[config.mk]
export PLATFORM = sky130hd
export DESIGN_NAME = dma_xfer_splitter
export DESIGN_NICKNAME = d
export VERILOG_FILES = /design/src/rtl/dma_xfer_splitter_pkg.sv /design/src/rtl/dma_xfer_splitter_chunk_calc.sv /design/src/rtl/dma_xfer_splitter.sv
export SDC_FILE = /design/constraint.sdc
export NUM_CORES = 1
export LEC_CHECK = 0
export ABC_AREA = 1
export BUFFER_PORTS_ARGS = -buffer_cell sky130_fd_sc_hd__buf_4
export CORE_MARGIN = 8
export CORE_UTILIZATION = 30
export DETAILED_ROUTE_END_ITERATION = 12
export GPL_TIMING_DRIVEN = 0
export PLACE_DENSITY = 0.59
export SYNTH_ARGS = -nofsm -noshare
export SYNTH_HDL_FRONTEND = slang
export SYNTH_SLANG_ARGS = --single-unit
[constraint.sdc]
create_clock -name clk -period 7.7 [get_ports clk]
set_clock_uncertainty 0.1 [all_clocks]
set_input_delay 0.77 -clock clk [delete_from_list [all_inputs] [get_ports clk]]
set_output_delay 0.77 -clock clk [all_outputs]
set_load 0.05 [all_outputs]
[src/rtl/dma_xfer_splitter_pkg.sv]
// Shared types and defaults for the DMA transaction splitter and related walkers.
// Command records carry 32-bit fields; the splitter itself is parametrised independently.
package dma_xfer_splitter_pkg;

  localparam int DMA_MAX_XFER_BYTES = 2048;
  localparam int DMA_BOUNDARY_BYTES = 4096;

  typedef enum logic [0:0] {
    ST_IDLE  = 1'b0,
    ST_ISSUE = 1'b1
  } split_state_e;

  typedef struct packed {
    logic [31:0] NumBytes;
    logic [31:0] SrcAddr;
    logic [31:0] DestAddr;
    logic        DestFixed;
  } XferSplitCmd_t;

  typedef struct packed {
    logic [31:0] NumBytes;
    logic [31:0] SrcAddr;
    logic [31:0] DestAddr;
    logic        Last;
  } XferCmd_t;

endpackage

[src/rtl/dma_xfer_splitter_chunk_calc.sv]
// Combinational chunk sizing: smallest of remaining bytes, the per-transfer cap and the
// room left before the next boundary on the source and (unless fixed) destination side.
module dma_chunk_calc #(
  parameter int  MAX_XFER_BYTES = 2048,
  parameter int  BOUNDARY_BYTES = 4096,
  parameter int  TLEN_W         = 32,
  localparam int BND_W          = $clog2(BOUNDARY_BYTES),
  localparam int XLEN_W         = $clog2(MAX_XFER_BYTES + 1)
) (
  input  logic [BND_W-1:0]  src_low_i,
  input  logic [BND_W-1:0]  dest_low_i,
  input  logic [TLEN_W-1:0] remain_i,
  input  logic              dest_fix_i,
  output logic [XLEN_W-1:0] chunk_o,
  output logic              last_o
);

  // Wide enough for both the full remaining count and a whole boundary window.
  localparam int CW = (TLEN_W > BND_W + 1) ? TLEN_W : BND_W + 1;

  logic [CW-1:0] src_room;
  logic [CW-1:0] dest_room;
  logic [CW-1:0] chunk_w;

  always_comb begin
    src_room  = CW'(BOUNDARY_BYTES) - CW'(src_low_i);
    dest_room = CW'(BOUNDARY_BYTES) - CW'(dest_low_i);
    chunk_w   = CW'(remain_i);
    if (chunk_w > CW'(MAX_XFER_BYTES)) chunk_w = CW'(MAX_XFER_BYTES);
    if (chunk_w > src_room) chunk_w = src_room;
    if (!dest_fix_i && (chunk_w > dest_room)) chunk_w = dest_room;
    chunk_o = XLEN_W'(chunk_w);
    last_o  = (chunk_w == CW'(remain_i));
  end

endmodule

[src/rtl/dma_xfer_splitter.sv]
// Splits one (src, dest, bytes) transaction into capped, boundary-safe transfer commands.
// Handshakes: a transfer retires on xfer_valid & xfer_ready; xfer_* hold while valid & !ready.
module dma_xfer_splitter
  import dma_xfer_splitter_pkg::*;
#(
  parameter int  ADDR_W         = 32,
  parameter int  TLEN_W         = 32,
  parameter int  MAX_XFER_BYTES = DMA_MAX_XFER_BYTES,
  parameter int  BOUNDARY_BYTES = DMA_BOUNDARY_BYTES,
  localparam int XLEN_W         = $clog2(MAX_XFER_BYTES + 1)
) (
  input  logic              clk,
  input  logic              rst,
  input  logic              trans_valid,
  output logic              trans_ready,
  input  logic [ADDR_W-1:0] trans_src,
  input  logic [ADDR_W-1:0] trans_dest,
  input  logic [TLEN_W-1:0] trans_bytes,
  input  logic              trans_dest_fix,
  output logic              xfer_valid,
  input  logic              xfer_ready,
  output logic [ADDR_W-1:0] xfer_src,
  output logic [ADDR_W-1:0] xfer_dest,
  output logic [XLEN_W-1:0] xfer_bytes,
  output logic              xfer_last,
  output logic              trans_done,
  output logic              busy,
  output split_state_e      dbg_state
);

  localparam int BND_W = $clog2(BOUNDARY_BYTES);

  split_state_e      state_q, state_d;
  logic [ADDR_W-1:0] src_q, src_d;
  logic [ADDR_W-1:0] dest_q, dest_d;
  logic [TLEN_W-1:0] remain_q, remain_d;
  logic              fix_q, fix_d;
  logic              done_q, done_d;

  logic [XLEN_W-1:0] chunk;
  logic              chunk_last;

  dma_chunk_calc #(
    .MAX_XFER_BYTES (MAX_XFER_BYTES),
    .BOUNDARY_BYTES (BOUNDARY_BYTES),
    .TLEN_W         (TLEN_W)
  ) u_chunk_calc (
    .src_low_i  (src_q[BND_W-1:0]),
    .dest_low_i (dest_q[BND_W-1:0]),
    .remain_i   (remain_q),
    .dest_fix_i (fix_q),
    .chunk_o    (chunk),
    .last_o     (chunk_last)
  );

  always_ff @(posedge clk) begin
    if (rst) begin
      state_q  <= ST_IDLE;
      src_q    <= '0;
      dest_q   <= '0;
      remain_q <= '0;
      fix_q    <= 1'b0;
      done_q   <= 1'b0;
    end else begin
      state_q  <= state_d;
      src_q    <= src_d;
      dest_q   <= dest_d;
      remain_q <= remain_d;
      fix_q    <= fix_d;
      done_q   <= done_d;
    end
  end

  always_comb begin
    state_d  = state_q;
    src_d    = src_q;
    dest_d   = dest_q;
    remain_d = remain_q;
    fix_d    = fix_q;
    done_d   = 1'b0;
    case (state_q)
      ST_IDLE: begin
        if (trans_valid) begin
          // A zero-length transaction is acknowledged without ever issuing a transfer.
          if (trans_bytes == '0) begin
            done_d = 1'b1;
          end else begin
            src_d    = trans_src;
            dest_d   = trans_dest;
            remain_d = trans_bytes;
            fix_d    = trans_dest_fix;
            state_d  = ST_ISSUE;
          end
        end
      end
      ST_ISSUE: begin
        if (xfer_ready) begin
          src_d    = src_q + ADDR_W'(chunk);
          if (!fix_q) dest_d = dest_q + ADDR_W'(chunk);
          remain_d = remain_q - TLEN_W'(chunk);
          if (chunk_last) begin
            state_d = ST_IDLE;
            done_d  = 1'b1;
          end
        end
      end
      default: state_d = ST_IDLE;
    endcase
  end

  assign trans_ready = (state_q == ST_IDLE);
  assign xfer_valid  = (state_q == ST_ISSUE);
  assign busy        = (state_q == ST_ISSUE);
  assign xfer_src    = src_q;
  assign xfer_dest   = dest_q;
  assign xfer_bytes  = chunk;
  assign xfer_last   = chunk_last;
  assign trans_done  = done_q;
  assign dbg_state   = state_q;

endmodule

==> flow_metrics.py <==
metrics = {
    "logic_synthesis": {
        "syn_nets": 1697,
        "synth_top_area_cell": "dfxtp_1",
        "synth_edf_count": 0,
        "syn_avg_cell_area_um2": 6.231,
        "synthDistinctLibCells": 55,
        "synth_top_area_share_pct": 20.80,
        "ys_seq_area_share_pct": 20.80,
        "synthArstFlopShare_pct": 0,
        "netlist_top_cells_area": "dfxtp_1, nand2_1, ha_1, a21oi_1, nor2_1",
        "postSynthCellCount": 1529,
        "syn-cell-area_mm2": 0.009528,
        "synth_ff_type": "dfxtp_1",
        "synth-seq-cells": 99,
        "yosysWarningCount": 0,
    },
    "outcome": {
        "status": "finished, final reports clean",
    },
    "worst_setup_path": {
        "reg2reg_to": "remain_q[30]$_SDFFE_PP0P_",
        "crit_path_frequent_cell": "nand2_1",
        "max_stage_delay_ns": 0.40,
        "cp_max_fo": 10,
        "critical_path_class": "flop to output pin",
        "crit_start": "xfer_src[1]$_SDFFE_PP0P_",
        "required_ns": 6.83,
        "endpoint_kind": "output pin",
        "path_buf_inv": 8,
        "start_kind": "flop",
        "reg2reg_depth": 42,
        "arrival_ns": 6.31,
        "r2r_start": "xfer_src[1]$_SDFFE_PP0P_",
        "slowest_stage": "dfxtp_1",
        "crit_family": "simple AND/OR/NAND/NOR gates",
        "r2r_slack_ns": 0.80,
    },
    "sta": {
        "final.setup.tns_ns": 0,
        "slew_violations": 0,
        "hold_viol_final": 0,
        "rsz0062_at_grt": "false",
        "hold_ws_ns": 0.3955,
        "relSlewSlack_pct": 34.61,
        "fin_crit_sh_pct": 93.20,
        "final-setup-viol-count": 0,
        "fmaxAchievable_mhz": 139.3,
        "period_needed_ns": 7.177,
        "worst_pin_slew_ns": 0.9809,
    },
    "global_route": {
        "grt_pass1_vias": 10954,
        "grt_overflow": 0,
        "grt_pass1_wl_mm": 63.56,
        "grt_max_degree": 17,
        "track_usage_pct": 21.45,
        "antenna_found_initial": 0,
    },
    "run": {
        "maxCapViolCount": 0,
    },
    "placement": {
        "hpwlAfterDp_mm": 33.71,
        "port_buffers": 182,
        "place.gp.congestion": 0.9524,
    },
    "drt": {
        "drt-met1-wl_mm": 19.06,
        "wl_per_cell_um": 19.60,
        "drt_pass1_iterations": 8,
        "route.met2.wl_mm": 18.58,
        "detail-route-antenna-nets": 0,
        "via_per_inst": 5.218,
        "vias": 11125,
        "wl_mm": 41.79,
        "drc": 0,
        "routed.top_layer": "met4",
        "drt_iter0_drc": 925,
        "wl_met3_mm": 2.732,
    },
    "clock_tree": {
        "htree_levels": 3,
        "cts_buffers": 9,
        "cts_tree": "done",
        "clockRootBuffer": "clkbuf_16",
        "clkTransAtPathRegs_ns": 0.07,
        "clock-sinks": 99,
        "cts.path.max_buffers": 2,
        "clkLatencyLatePin_ns": 0.36,
        "ctsHoldBuffers": 0,
    },
    "floorplan": {
        "die_w_um": 194.2,
        "ioPinCount": 183,
        "die_h_um": 194.2,
        "initial_core_util_pct": 30.35,
        "coreArea_mm2": 0.03139,
        "num_rows": 65,
        "dieArea_mm2": 0.03772,
    },
    "min_path": {
        "min_from": "xfer_dest[31]$_SDFFE_PP0P_",
        "hold_end": "xfer_dest[31]$_SDFFE_PP0P_",
        "min_path_cells": 2,
        "worst_hold_path_type": "flop to flop",
    },
    "power_and_ir_drop": {
        "power.density_mw_per_mm2": 285.7,
        "leakage_nw": 5.211,
        "ir_drop_v": 0.0001247,
    },
    "cells_and_area": {
        "drive_gt1_share_pct": 19.19,
        "diodes": 0,
        "fillCellCount": 3520,
        "nets": 1894,
        "syn_to_final_growth_pct": 24.61,
    },
}
flip-flops by register name, summed over array words and instances, names as in the netlist:
register,cells
fix_q,1
trans_done,1
xfer_dest,32
xfer_src,32
remain_q,32
busy,1
cell usage in the layout, fill, tap and decap left out, types with 29 or more instances in the layout:
master,n
nor2_1,169
dfxtp_1,99
o21ai_0,120
ha_1,63
nand3_1,85
a21oi_1,134
nand2_1,328
inv_1,147
clkbuf_1,29
buf_4,194
synthesized netlist by cell type, types with 2 or more instances:
cell type,n
nand2_2,21
nor2_1,169
a21oi_2,19
o21ai_1,29
nand2_1,328
nor4_1,19
nand3_1,87
nor2_2,16
inv_1,148
buf_12,2
o211ai_1,18
or2_2,10
nor3_2,6
a211oi_1,6
nor3_1,26
o21ai_0,122
fa_1,3
o21bai_1,5
a31oi_1,11
nand3b_1,12
o21ai_2,10
o22ai_1,12
clkinv_2,2
a21boi_0,3
buf_4,7
nand4_1,18
nand3_2,2
ha_1,64
xor2_1,29
or2_0,2
a21o_1,11
buf_1,6
buf_2,8
xnor2_1,8
nor2_4,3
a21oi_1,134
buf_6,2
clkbuf_1,32
inv_2,4
dfxtp_1,99
o31ai_1,2
worst max-delay path by stage:
stage | end | slack, ns | cells past startpoint
after CTS | remain_q[30]$_SDFFE_PP0P_ | 0.07 | 41
after floorplan | remain_q[30]$_SDFFE_PP0P_ | 0.47 | 42
after global routing | xfer_last | 0.03 | 38
after global placement | remain_q[30]$_SDFFE_PP0P_ | 0.27 | 41
final | xfer_last | 0.52 | 38
after detailed placement | remain_q[30]$_SDFFE_PP0P_ | 0.15 | 41
worst register-to-register path: cells and delay by family (launching register included):
kind | cells | cell delay [ns]
XOR/XNOR | 1 | 0.18
buffers and inverters | 9 | 0.96
adder cells (fa/ha/maj) | 5 | 1.44
AO/OA/AOI/OAI | 6 | 1.12
AND/OR/NAND/NOR | 21 | 2.61
flip-flops | 1 | 0.40
per-layer routing:
metal  vias up  track usage, %
met5         -               0
met4         0           8.487
met3        72           3.957
met2       372           34.71
met1      5121           27.81
li1       5560               -
power by group:
group	internal [mW]	switching [mW]	leakage [nW]
combinational	0.696	1.46	4.22
sequential	0.568	0.0972	0.818
clock	0.350	0.221	0.172
total	1.61	1.78	5.21
metrics by stage:
step	cell area [um^2]	setup WS, ns	instances	utilization [%]	total power, mW
4_1_cts	11770	0.07370	2128	37.48	3.340
3_5_place_dp	11400	0.1465	2113	36.31	2.756
5_1_grt	11870	0.03397	2132	37.82	3.635
3_3_place_gp	11400	0.2654	2113	36.31	2.736
6_report	11870	0.5232	2132	37.82	3.392
2_1_floorplan	9528	0.4724	1529	-	2.113
cells by family after synthesis:
family | after synthesis | share of synthesized area (%)
DFF | 99 | 20.80
and+or+nand+nor | 723 | 33.64
adders and majority gates | 67 | 9.035
buffers and inverters | 213 | 9.416
other | 1 | 0.03936
AOI/OAI and AO/OA | 389 | 23.66
xor gates and xnor gates | 37 | 3.401
layout make-up:
cell class              instances  area (um^2)  area share (%)
plain buffers                  58        324.1           2.729
repair buffers                186         1396           11.76
well taps                     402        503.0           4.236
clock buffers                   9        225.2           1.897
clock inverters                 6        136.4           1.149
multi-input cells            1217         6721           56.61
flip-flops and latches         99         1982           16.69
inverters                     155        584.3           4.921
repair_timing:
action,4_1_cts,5_1_grt
buffers inserted,0,4
pin swaps,0,3
gates resized for setup,3,24
setup endpoints to repair,1,45
gates cloned,0,0
endpoints found under the hold margin,0,0
(Power assumes the default switching activity.)
